--- config.mk ---
export PLATFORM = sky130hd
export DESIGN_NAME = tecmo_input
export DESIGN_NICKNAME = d
export VERILOG_FILES = /design/src/rtl/tecmo_input_pkg.sv /design/src/rtl/tecmo_input_pulse.sv /design/src/rtl/tecmo_input.sv
export SDC_FILE = /design/constraint.sdc
export NUM_CORES = 1
export LEC_CHECK = 0
export ABC_AREA = 1
export BUFFER_PORTS_ARGS = -buffer_cell sky130_fd_sc_hd__buf_2
export CAP_MARGIN = 25
export CORE_MARGIN = 1.5
export CORE_UTILIZATION = 54
export DETAILED_ROUTE_END_ITERATION = 6
export PLACE_DENSITY = 0.8
export SETUP_SLACK_MARGIN = 0.02
export SYNTH_ARGS = -nofsm -noshare
export SYNTH_HDL_FRONTEND = slang
export SYNTH_SLANG_ARGS = --single-unit
--- constraint.sdc ---
create_clock -name clk -period 1.7 [get_ports clk]
set_input_delay 0.34 -clock clk [delete_from_list [all_inputs] [get_ports clk]]
set_output_delay 0.34 -clock clk [all_outputs]
set_load 0.1 [all_outputs]
--- src/rtl/tecmo_input_pkg.sv ---
// Shared constants for the arcade player-input front end: PS/2 keymap,
// joystick word bit positions and width helpers.
package tecmo_input_pkg;

  localparam int unsigned JOY_RIGHT = 0;
  localparam int unsigned JOY_LEFT  = 1;
  localparam int unsigned JOY_DOWN  = 2;
  localparam int unsigned JOY_UP    = 3;
  localparam int unsigned JOY_BTN0  = 4;

  localparam logic [7:0] KEY_P1_UP    = 8'h75;
  localparam logic [7:0] KEY_P1_DOWN  = 8'h72;
  localparam logic [7:0] KEY_P1_LEFT  = 8'h6B;
  localparam logic [7:0] KEY_P1_RIGHT = 8'h74;
  localparam logic [7:0] KEY_P1_BTN0  = 8'h14;
  localparam logic [7:0] KEY_P1_BTN1  = 8'h11;
  localparam logic [7:0] KEY_P1_BTN2  = 8'h29;
  localparam logic [7:0] KEY_P1_START = 8'h16;
  localparam logic [7:0] KEY_P1_COIN  = 8'h2E;
  localparam logic [7:0] KEY_P1_PAUSE = 8'h4D;

  localparam logic [7:0] KEY_P2_UP    = 8'h2D;
  localparam logic [7:0] KEY_P2_DOWN  = 8'h2B;
  localparam logic [7:0] KEY_P2_LEFT  = 8'h23;
  localparam logic [7:0] KEY_P2_RIGHT = 8'h34;
  localparam logic [7:0] KEY_P2_BTN0  = 8'h1C;
  localparam logic [7:0] KEY_P2_BTN1  = 8'h1B;
  localparam logic [7:0] KEY_P2_BTN2  = 8'h15;
  localparam logic [7:0] KEY_P2_START = 8'h1E;
  localparam logic [7:0] KEY_P2_COIN  = 8'h36;

  // Joystick word: 4 directions, nb buttons, start, coin, pause.
  function automatic int unsigned joy_width(input int unsigned nb);
    return nb + 7;
  endfunction

  function automatic int unsigned cnt_width(input int unsigned n);
    return (n > 1) ? $clog2(n) : 1;
  endfunction

endpackage

--- src/rtl/tecmo_input_pulse.sv ---
// Rising-edge triggered one-shot: pulse is high for exactly CYCLES clocks,
// starting one clock after the trigger edge; edges during a pulse are ignored.
module tecmo_input_pulse
  import tecmo_input_pkg::*;
#(
  parameter int unsigned CYCLES = 9600000
) (
  input  logic clk,
  input  logic reset_n,
  input  logic trig,
  output logic pulse
);

  localparam int unsigned CW = cnt_width(CYCLES);

  logic          trig_q;
  logic [CW-1:0] cnt_q;

  // Counter holds remaining cycles minus one so CYCLES fits in $clog2 bits.
  always_ff @(posedge clk or negedge reset_n) begin
    if (!reset_n) begin
      trig_q <= 1'b0;
      cnt_q  <= '0;
      pulse  <= 1'b0;
    end else begin
      trig_q <= trig;
      if (pulse) begin
        if (cnt_q == '0) pulse <= 1'b0;
        else             cnt_q <= cnt_q - CW'(1);
      end else if (trig && !trig_q) begin
        pulse <= 1'b1;
        cnt_q <= CW'(CYCLES - 1);
      end
    end
  end

endmodule

--- src/rtl/tecmo_input.sv ---
// Player-input front end: PS/2 key decode merged with HPS joystick words,
// SOCD cleaning, shared-phase autofire, coin one-shots and a pause toggle.
module tecmo_input
  import tecmo_input_pkg::*;
#(
  parameter int unsigned NUM_PLAYERS  = 2,
  parameter int unsigned NUM_BUTTONS  = 3,
  parameter int unsigned AUTOFIRE_DIV = 1600000,
  parameter int unsigned COIN_CYCLES  = 9600000
) (
  input  logic                                                  clk,
  input  logic                                                  reset_n,
  input  logic [10:0]                                           ps2_key,
  input  logic [NUM_PLAYERS-1:0][joy_width(NUM_BUTTONS)-1:0]    joystick,
  input  logic                                                  socd_clean,
  input  logic [NUM_PLAYERS-1:0][NUM_BUTTONS-1:0]               autofire_en,
  output logic [NUM_PLAYERS-1:0][3:0]                           joy,
  output logic [NUM_PLAYERS-1:0][NUM_BUTTONS-1:0]               buttons,
  output logic [NUM_PLAYERS-1:0]                                start,
  output logic [NUM_PLAYERS-1:0]                                coin,
  output logic                                                  pause
);

  localparam int unsigned JW       = joy_width(NUM_BUTTONS);
  localparam int unsigned AFW      = cnt_width(AUTOFIRE_DIV);
  localparam int unsigned JOY_STRT = JOY_BTN0 + NUM_BUTTONS;
  localparam int unsigned JOY_COIN = JOY_BTN0 + NUM_BUTTONS + 1;
  localparam int unsigned JOY_PAUS = JOY_BTN0 + NUM_BUTTONS + 2;

  logic                 strobe_q;
  logic [1:0][JW-1:0]   key_q;
  logic [1:0][JW-1:0]   key_hit;
  logic [AFW-1:0]       af_cnt_q;
  logic                 phase_q;
  logic                 pause_prev_q;
  logic                 unused;

  logic [NUM_PLAYERS-1:0][3:0]             joy_d;
  logic [NUM_PLAYERS-1:0][NUM_BUTTONS-1:0] btn_d;
  logic [NUM_PLAYERS-1:0]                  start_d;
  logic [NUM_PLAYERS-1:0]                  raw_coin;
  logic [NUM_PLAYERS-1:0]                  raw_pause;
  logic                                    pause_any;

  assign unused = ps2_key[8];

  // Scancode to key-register bit, laid out like the joystick word.
  always_comb begin
    key_hit = '0;
    case (ps2_key[7:0])
      KEY_P1_UP:    key_hit[0][JOY_UP]    = 1'b1;
      KEY_P1_DOWN:  key_hit[0][JOY_DOWN]  = 1'b1;
      KEY_P1_LEFT:  key_hit[0][JOY_LEFT]  = 1'b1;
      KEY_P1_RIGHT: key_hit[0][JOY_RIGHT] = 1'b1;
      KEY_P1_BTN0:  key_hit[0][JOY_BTN0]  = 1'b1;
      KEY_P1_BTN1:  if (NUM_BUTTONS > 1) key_hit[0][JOY_BTN0+1] = 1'b1;
      KEY_P1_BTN2:  if (NUM_BUTTONS > 2) key_hit[0][JOY_BTN0+2] = 1'b1;
      KEY_P1_START: key_hit[0][JOY_STRT]  = 1'b1;
      KEY_P1_COIN:  key_hit[0][JOY_COIN]  = 1'b1;
      KEY_P1_PAUSE: key_hit[0][JOY_PAUS]  = 1'b1;
      KEY_P2_UP:    key_hit[1][JOY_UP]    = 1'b1;
      KEY_P2_DOWN:  key_hit[1][JOY_DOWN]  = 1'b1;
      KEY_P2_LEFT:  key_hit[1][JOY_LEFT]  = 1'b1;
      KEY_P2_RIGHT: key_hit[1][JOY_RIGHT] = 1'b1;
      KEY_P2_BTN0:  key_hit[1][JOY_BTN0]  = 1'b1;
      KEY_P2_BTN1:  if (NUM_BUTTONS > 1) key_hit[1][JOY_BTN0+1] = 1'b1;
      KEY_P2_BTN2:  if (NUM_BUTTONS > 2) key_hit[1][JOY_BTN0+2] = 1'b1;
      KEY_P2_START: key_hit[1][JOY_STRT]  = 1'b1;
      KEY_P2_COIN:  key_hit[1][JOY_COIN]  = 1'b1;
      default: ;
    endcase
  end

  always_ff @(posedge clk or negedge reset_n) begin
    if (!reset_n) begin
      strobe_q <= 1'b0;
      key_q    <= '0;
    end else begin
      strobe_q <= ps2_key[10];
      if (ps2_key[10] != strobe_q)
        key_q <= ps2_key[9] ? (key_q | key_hit) : (key_q & ~key_hit);
    end
  end

  for (genvar p = 0; p < NUM_PLAYERS; p++) begin : g_player
    logic [JW-1:0] raw;
    logic          ud_cancel;
    logic          lr_cancel;

    if (p < 2) begin : g_key
      assign raw = joystick[p] | key_q[p];
    end else begin : g_nokey
      assign raw = joystick[p];
    end

    assign ud_cancel  = socd_clean & raw[JOY_UP] & raw[JOY_DOWN];
    assign lr_cancel  = socd_clean & raw[JOY_LEFT] & raw[JOY_RIGHT];
    assign joy_d[p]   = {raw[JOY_UP] & ~ud_cancel, raw[JOY_DOWN] & ~ud_cancel,
                         raw[JOY_RIGHT] & ~lr_cancel, raw[JOY_LEFT] & ~lr_cancel};
    assign btn_d[p]   = raw[JOY_BTN0 +: NUM_BUTTONS] &
                        (~autofire_en[p] | {NUM_BUTTONS{phase_q}});
    assign start_d[p] = raw[JOY_STRT];
    assign raw_coin[p]  = raw[JOY_COIN];
    assign raw_pause[p] = raw[JOY_PAUS];

    tecmo_input_pulse #(.CYCLES(COIN_CYCLES)) u_coin (
      .clk     (clk),
      .reset_n (reset_n),
      .trig    (raw_coin[p]),
      .pulse   (coin[p])
    );
  end

  assign pause_any = |raw_pause;

  // Free-running autofire phase, plus registered player outputs and pause toggle.
  always_ff @(posedge clk or negedge reset_n) begin
    if (!reset_n) begin
      af_cnt_q     <= '0;
      phase_q      <= 1'b0;
      pause_prev_q <= 1'b0;
      pause        <= 1'b0;
      joy          <= '0;
      buttons      <= '0;
      start        <= '0;
    end else begin
      if (af_cnt_q == AFW'(AUTOFIRE_DIV - 1)) begin
        af_cnt_q <= '0;
        phase_q  <= ~phase_q;
      end else begin
        af_cnt_q <= af_cnt_q + AFW'(1);
      end
      pause_prev_q <= pause_any;
      if (pause_any && !pause_prev_q) pause <= ~pause;
      joy     <= joy_d;
      buttons <= btn_d;
      start   <= start_d;
    end
  end

endmodule

Yosys cells after proc, flatten, opt, wreduce, memory -nomap -nowiden
Cells that the tools add are included.
- output and inout port bits: 19
- input bits: 40
- bits in registers: 113
- word-level logic and storage cells: 123
- bitwise operators: 33
- add/subtract/negate cells: 3
- equality and inequality tests: 23
- multiplexer cells: 33
- reductions and logical operators: 13
- operators with widths (cell ; count):
    24-bit 2-to-1 mux ; 6
    8-bit by 5-bit == test with 1-bit output (second input constant) ; 7
    8-bit by 6-bit == test with 1-bit output (second input constant) ; 7
    24-bit logical NOT ; 2
    24-bit by 1-bit subtractor with 24-bit output (second input constant) ; 2
    8-bit by 7-bit == test with 1-bit output (second input constant) ; 5
    1-bit 2-to-1 mux ; 25
    21-bit by 1-bit adder with 21-bit output (second input constant) ; 1
    21-bit == test (second input constant) ; 1
    21-bit 2-to-1 mux ; 1
    20-bit AND ; 1
    20-bit 2-to-1 mux ; 1
    19-bit NOT with 20-bit output ; 1
    10-bit OR ; 2
    20-bit by 19-bit OR with 20-bit output ; 1
    1-bit AND ; 16
    3-bit AND ; 2
    1-bit NOT ; 6
    3-bit NOT ; 2
    3-bit OR ; 2
    2-bit != test (second input constant) ; 2
    2-bit AND reduction ; 2
    2-bit nonzero test ; 2
    1-bit logical AND ; 3
    other kinds (3) ; 5

Longest topological paths before layout
Gate-level depths: netlist of run 1.
- depth after elaboration: 5
- mapped depth: 12

Modules after synthesis
A second synthesis of run 1 with hierarchy kept.
- cells, all modules: 846
- area total of the unflattened synthesis: 6233.5 um^2
- modules (own cells, without submodules) (module ; sequential area each (um^2) ; area each (um^2) ; cells an instance ; times used):
    tecmo_input_pulse ; 650.6 ; 1680.4 ; 246 ; 2
    tecmo_input ; 1501.4 ; 2872.8 ; 354 ; 1

Worst setup path before layout of run 1
Ideal clock, no wire load.
- kind: register to register
- start point: register g_player[1].u_coin.cnt_q[0]
- end point: register g_player[1].u_coin.cnt_q[20]
- arrival time: 1.514 ns
- setup slack: 0.048 ns
- path buffers: 0
- library setup time: 0.138 ns
- data required time: 1.562 ns
- stages on the path, launching flop included: 10
- cell sequence: dfrtp_1 inv_1 ha_1 nand2_1 nor2_4 nand3b_1 nor2_1 nand2_1 nand2_1 nand3_1
- longest elaborated chain between the ends: 3
- ends and longest elaborated chain (what ; line ; text):
    from (decl) ; tecmo_input_pulse.sv:17 ; logic [CW-1:0] cnt_q;
    from (signal assigned) ; tecmo_input_pulse.sv:29 ; else cnt_q <= cnt_q - CW'(1);
    from (signal assigned) ; tecmo_input_pulse.sv:32 ; cnt_q <= CW'(CYCLES - 1);
    24-bit by 1-bit subtractor with 24-bit output or 24-bit logical NOT (tied branches) ; tecmo_input_pulse.sv:29, tecmo_input_pulse.sv:28 ;
    24-bit 2-to-1 mux or 2-bit != test (tied branches) ; n/a ;
    24-bit 2-to-1 mux or 2-bit AND reduction (tied branches) ; n/a ;
Several ways; a longest one is shown, not always the timed one. The select of a mux whose other input is x is not followed.
A chain may end at the register's enable or synchronous reset.

Worst setup path in the final report of run 1
- start point: register g_player[1].u_coin.cnt_q[0]
- end point: register g_player[1].u_coin.cnt_q[12]
The elaborated chain is that of the path after synthesis.

==> qor.yml, run 1 <==
synthFlopType: "dfrtp_1"
hold_viol_final: 0
slowest_delay_ps: 400
dr.pass1.iters: 5
multi_input_area_mm2: 0.00304
finalSetupTns_ps: -229
coreArea_mm2: 0.0110
syn_nets: 860
power_density_mw_per_mm2: 742
path_common_cell: "nor2_2"
path_buf_inv: 3
max_freq_mhz: 575
leakagePower_nw: 3.56
synth_top_area_share_pct: 45.5
grt_pass1_vias: 5133
period_share_pct: 102
slew_viol_final: 0
route.detailed.drc: 0
antenna_found_initial: 1
vias: 5532
fp-row-count: 38
viasPerCell: 5.25
routed_wl_um: 14100
hold_class: "in2reg"
numCtsBuffers: 9
die_w_um: 110
ir_drop_mv: 0.881
root_buffer: "clkbuf_16"
place_hpwl_um: 9610
crit_path_cell_trace: "inv_2 > ha_4 > inv_2 > nor2_2 > nand2_1 > nor2_2 > nand3_4 > nand2_8 > buf_12 > nor2_2 > nand2_1 > nand3_1"
avgRoutedWirePerCell_um: 13.4
drv_cap: 0
rsz0062_at_grt: "true"
setup_ws_ps: -39.2
tightest_slew_ps: 506
dp_worst_setup_slack_ps: 26.8
initialDrtViolationCount: 347
final.min_clock_period_ps: 1740
finalSetupViolations: 10
syn2layout_area_growth_pct: 21.0
syn_inst: 815
cpMaxStageDelayCell: "dfrtp_1"
cp.arrival_ps: 1990
netlist_area_mm2: 0.00616
criticalPathCategory: "reg2reg"
hold_slack_ps: 113
end_kind: "flip-flop"
grt_max_degree: 35
worst_skew_pair.late_latency_ps: 360
place.gp.congestion: 0.902
synthArstFlopShare_pct: 100
drive_above_1_share_pct: 23.2
crit_path_start_kind: "flip-flop"
yosys-top-cells-area: "dfrtp_1, nand2_1, nor2_1"
ys.warnings.count: 0
die_h_um: 110
ys_seq_area_share_pct: 45.5
grt-ovfl-total: 0
die_area_mm2: 0.0120
ff2ff_setup_slack_ps: -40
grt_pass1_wl_um: 22800
diodes: 0
synth_cell_types: 39
cts_buffer_depth: 2
yosys-top-cells-count: "nand2_1, nor2_1, dfrtp_1"
num-fill-cells: 847
yosysTopAreaCell: "dfrtp_1"
cts_tree: "yes"
cpLargestDelayFamily: "simple AND/OR/NAND/NOR gates"
synth-seq-cells: 112
portBuffers: 57
io_pins: 59
grt_use_total_pct: 24.2
cts_htree_levels: 3
synth_area_per_cell_um2: 7.55
outcome: "complete, but fails checks"
antenna_left: 0
start_util_pct: 56.0
fin_nets: 955
cp.required_ps: 1950
skew_ps: 15.5
cts.sinks: 112
cts.clk_slew.worst_paths_ps: 80
synth_edf_count: 0
yosys.cell_count.top_type: "nand2_1"
timing.slew.headroom_pct: 66.5
ff_latch_area_mm2: 0.00280
worstPathMaxFanout: 5
violations: "setup timing"
what timing repair did:
item                                   CTS  global route
cloned                                   0             2
setup endpoints to repair                7            55
endpoints found under the hold margin   30             0
gates resized for setup                  2            67
buffers inserted                         4            11
hold buffers                             1             0
pin swaps                                1            19
path summary, 6_finish.rpt:
check,startpoint,end,cells past startpoint
worst min register to register,af_cnt_q[18]$_DFF_PN0_,af_cnt_q[18]$_DFF_PN0_,1
worst min-delay path,ps2_key[10],strobe_q$_DFF_PN0_,1
min in group asynchronous,reset_n,g_player[1].u_coin.cnt_q[8]$_DFFE_PN0P_,2
worst max register to register,g_player[1].u_coin.cnt_q[0]$_DFFE_PN0P_,g_player[1].u_coin.cnt_q[12]$_DFFE_PN0P_,12
worst max-delay path,g_player[1].u_coin.cnt_q[0]$_DFFE_PN0P_,g_player[1].u_coin.cnt_q[12]$_DFFE_PN0P_,12
max in group asynchronous,reset_n,af_cnt_q[14]$_DFF_PN0_,3
cell families (layout without fill, tap and decap cells):
logic type	after synthesis	after routing	synth area share [%]
and+or+nand+nor	499	500	37.0
xor gates and xnor gates	18	18	2.56
AOI/OAI and AO/OA	56	56	4.94
DFF	112	112	45.5
adders and majority gates	5	5	1.02
buffers and inverters	121	219	8.23
muxes	4	4	0.732
through the flow:
step / util [%] / instances / instance area, um2 / total power (W)
floorplan: - / 815 / 6160 / 0.00319
global placement: 61.6 / 1021 / 6770 / 0.00337
detailed placement: 61.6 / 1021 / 6770 / 0.00338
CTS: 64.8 / 1041 / 7120 / 0.00555
global route: 67.8 / 1054 / 7450 / 0.00570
finish: 67.8 / 1054 / 7450 / 0.00553
layout by cell type, fill, tap and decap left out, types with 3 or more instances in the layout:
cell,instances
mux2_2,4
buf_6,7
xnor2_1,4
a21oi_1,9
clkbuf_16,10
or2_2,3
nor3_1,15
buf_4,27
nor3_2,5
inv_2,9
nand3_1,94
nand2_2,14
dfrtp_1,111
buf_12,6
buf_2,54
o21ai_0,30
nand2_1,175
nor2_1,121
nand2_4,4
nand4_1,11
xor2_1,14
o21ai_1,8
nor2_4,8
nor2_2,26
nor4_1,3
nand3_2,13
o21ai_2,4
inv_1,96
inv_6,4
worst register-to-register path, cell delays in order, from the launching register on:
cell and delay (ps):
dfrtp_1 400, inv_2 110, ha_4 140, inv_2 30
nor2_2 90, nand2_1 70, nor2_2 160, nand3_4 160
nand2_8 170, buf_12 130, nor2_2 40, nand2_1 60
nand3_1 70
per-layer routing:
metal	vias to the layer above	wire, um	track usage (%)
met2	159	6830	40.5
met1	2556	6150	30.6
met3	38	786	5.69
li1	2779	-	-
met4	0	336	9.00
met5	-	0	0
final cells by class:
class / count / share of cell area [%]
multi-input combinational: 583 / 40.8
sequential: 112 / 37.7
timing repair buffer: 96 / 9.49
inverter: 108 / 5.61
clock buffer: 9 / 3.02
tap: 140 / 2.35
clock inverter: 6 / 1.04
power by group:
| group | switching (W) | internal (W) | total, W | leakage [nW] |
|---|---|---|---|---|
| logic | 0.000429 | 0.000124 | 0.000553 | 2.07 |
| registers | 0.0000441 | 0.00273 | 0.00278 | 1.34 |
| clock network | 0.00103 | 0.00116 | 0.00219 | 0.149 |
Power figures use the tool's default switching activity.
==> run 2, diff against run 1 <==
==> constraint.sdc (replaced) <==
create_clock -name clk -period 1.5 [get_ports clk]
set_input_delay 0.3 -clock clk [delete_from_list [all_inputs] [get_ports clk]]
set_output_delay 0.3 -clock clk [all_outputs]
set_load 0.1 [all_outputs]
==> qor.yml, run 2 (synthesized netlist as in run 1, its figures left out) <==
power_density_mw_per_mm2: 741  # was 742 mW/mm2
timing.slew.headroom_pct: 65.0  # was 66.5%
setup_ws_ps: -325  # was -39.2 ps
criticalPathCategory: "reg2reg"  # unchanged
die_area_mm2: 0.0120  # unchanged
slew_viol_final: 0  # unchanged
portBuffers: 57  # unchanged
post-route-util_pct: 80.9  # was 67.8%
drive_above_1_share_pct: 41.4  # was 23.2%
coreArea_mm2: 0.0110  # unchanged
crit_path_cell_trace: "nor2_2 > nand2_1 > nor2_2 > nand3_4 > a21oi_4 > buf_12 > nand2_1 > o21ai_1"  # was inv_2 > ha_4 > inv_2 > nor2_2 > nand2_1 > nor2_2 > nand3_4 > nand2_8 > buf_12 > nor2_2 > nand2_1 > nand3_1
leakagePower_nw: 4.14  # was 3.56 nW
hold_viol_final: 0  # unchanged
cp.arrival_ps: 2100  # was 1990 ps
antenna_found_initial: 0  # was 1
hold_end: "strobe_q$_DFF_PN0_"  # unchanged
layout.cells.most_common: "nand2_1"  # unchanged
ff2ff_setup_slack_ps: -320  # was -40 ps
fin_nets: 1040  # was 955
post-route-cell-area_mm2: 0.00888  # was 0.00745 mm2
grt_use_total_pct: 33.6  # was 24.2%
mostFrequentLayoutCells: "nand2_1, dfrtp_1, nor2_1, buf_4, inv_1"  # was nand2_1, nor2_1, dfrtp_1
place_hpwl_um: 10500  # was 9610 um
period_share_pct: 122  # was 102%
cts_tree: "yes"  # unchanged
syn2layout_area_growth_pct: 44.3  # was 21.0%
routed_wl_um: 22800  # was 14100 um
final.min_clock_period_ps: 1820  # was 1740 ps
grt_max_degree: 32  # was 35
vias: 6988  # was 5532
crit_path_start_kind: "flip-flop"  # unchanged
start_util_pct: 56.0  # unchanged
min_path_cells: 1  # unchanged
hold_slack_ps: 63.9  # was 113 ps
skew_ps: 23.0  # was 15.5 ps
ir_drop_mv: 0.892  # was 0.881 mV
placed_cell_area_mm2: 0.00725  # was 0.00677 mm2
end_kind: "flip-flop"  # unchanged
max_freq_mhz: 548  # was 575 MHz
timing.rr.end: "g_player[1].u_coin.cnt_q[18]$_DFFE_PN0P_"  # was g_player[1].u_coin.cnt_q[12]$_DFFE_PN0P_
cts_htree_levels: 3  # unchanged
cpMaxStageDelayCell: "dfrtp_1"  # unchanged
hold_class: "in2reg"  # unchanged
outcome: "complete, but fails checks"  # unchanged
place.gp.congestion: 0.891  # was 0.902
finalSetupViolations: 62  # was 10
diodes: 0  # unchanged
dp_worst_setup_slack_ps: -123  # was 26.8 ps
worst_skew_pair.late_latency_ps: 390  # was 360 ps
slowest_delay_ps: 460  # was 400 ps
cp.required_ps: 1780  # was 1950 ps
worstPathMaxFanout: 10  # was 5
violations: "setup timing"  # unchanged
avgRoutedWirePerCell_um: 20.0  # was 13.4 um
fp-row-count: 38  # unchanged
cts.clk_slew.worst_paths_ps: 100  # was 80 ps
tightest_slew_ps: 529  # was 506 ps
dr.pass1.iters: 6  # was 5
initialDrtViolationCount: 699  # was 347
antenna_left: 0  # unchanged
cts_buffer_depth: 2  # unchanged
die_h_um: 110  # unchanged
grt_pass1_vias: 6514  # was 5133
io_pins: 59  # unchanged
route.detailed.drc: 0  # unchanged
grt_pass1_wl_um: 30700  # was 22800 um
numCtsBuffers: 9  # unchanged
rsz0062_at_grt: "true"  # unchanged
cts.sinks: 112  # unchanged
reg2reg_from: "g_player[1].u_coin.cnt_q[3]$_DFFE_PN0P_"  # was g_player[1].u_coin.cnt_q[0]$_DFFE_PN0P_
root_buffer: "clkbuf_16"  # unchanged
grt-ovfl-total: 0  # unchanged
drv_cap: 0  # unchanged
worstRegToRegCells: 8  # was 12
die_w_um: 110  # unchanged
viasPerCell: 6.13  # was 5.25
min-delay-start: "ps2_key[10]"  # unchanged
-- run 2: cell types whose count changed in the layout (fill, tap and decap cells not counted), sizes merged --
cell	change
inv	+4
buf	+84
clkbuf	-1
nand2	-1
-- run 2: worst max-delay path: cells and delay by family, from the launching register on --
kind / cells / cell delay, ps
buffers and inverters: 1 / 150
flip-flops: 1 / 460
AND/OR/NAND/NOR: 5 / 760
AO/OA/AOI/OAI: 2 / 340
-- run 2: worst max-delay path by stage --
stage | startpoint | endpoint | slack [ps]
2_1_floorplan | g_player[1].u_coin.cnt_q[0]$_DFFE_PN0P_ | g_player[1].u_coin.cnt_q[3]$_DFFE_PN0P_ | -70
3_3_place_gp | g_player[0].u_coin.cnt_q[0]$_DFFE_PN0P_ | g_player[0].u_coin.cnt_q[17]$_DFFE_PN0P_ | -70
3_5_place_dp | g_player[1].u_coin.cnt_q[0]$_DFFE_PN0P_ | g_player[1].u_coin.cnt_q[14]$_DFFE_PN0P_ | -120
4_1_cts | g_player[1].u_coin.cnt_q[1]$_DFFE_PN0P_ | g_player[1].u_coin.cnt_q[14]$_DFFE_PN0P_ | -130
5_1_grt | g_player[1].u_coin.cnt_q[7]$_DFFE_PN0P_ | g_player[1].u_coin.cnt_q[20]$_DFFE_PN0P_ | -360
6_report | g_player[1].u_coin.cnt_q[3]$_DFFE_PN0P_ | g_player[1].u_coin.cnt_q[18]$_DFFE_PN0P_ | -320
-- run 2: stage by stage --
step                      TNS (ps)  total power [W]  cells
after floorplan               -558          0.00361    815
after global placement       -1490          0.00384   1082
after detailed placement     -3970          0.00385   1082
after CTS                    -2410          0.00642   1126
after global routing        -14730          0.00673   1140
final                       -10590          0.00659   1140
-- run 2: timing repair --
action,in CTS,in global routing
endpoints found under the hold margin,21,0
setup buffers,23,16
cloned,4,0
hold buffers,1,0
resized for setup,107,160
pin swaps,24,41
setup endpoints to repair,62,68
-- run 2: where the power goes --
group / total, W / internal [W] / switching (W)
Combinational: 0.000704 / 0.000163 / 0.000540
Sequential: 0.00316 / 0.00310 / 0.0000614
Clock: 0.00272 / 0.00135 / 0.00137
Total: 0.00659 / 0.00461 / 0.00197
-- run 2: routing by layer --
layer / GRT usage, % / wire length [um] / part of all wire (%)
met1: 40.7 / 8010 / 35
met2: 54.4 / 10800 / 47
met3: 8.06 / 2210 / 9.7
met4: 19.9 / 1750 / 7.7
met5: 0 / 0 / 0
-- run 2: cell type report --
| type | instances | area (um2) |
|---|---|---|
| inverters | 108 | 434 |
| multi-input cells | 582 | 3660 |
| repair buffers | 179 | 1450 |
| flip-flops and latches | 112 | 2810 |
| repair inverters | 3 | 38.8 |
| fillers | 533 | 2100 |
| clock inverters | 7 | 95.1 |
| well taps | 140 | 175 |
| clock buffers | 9 | 225 |
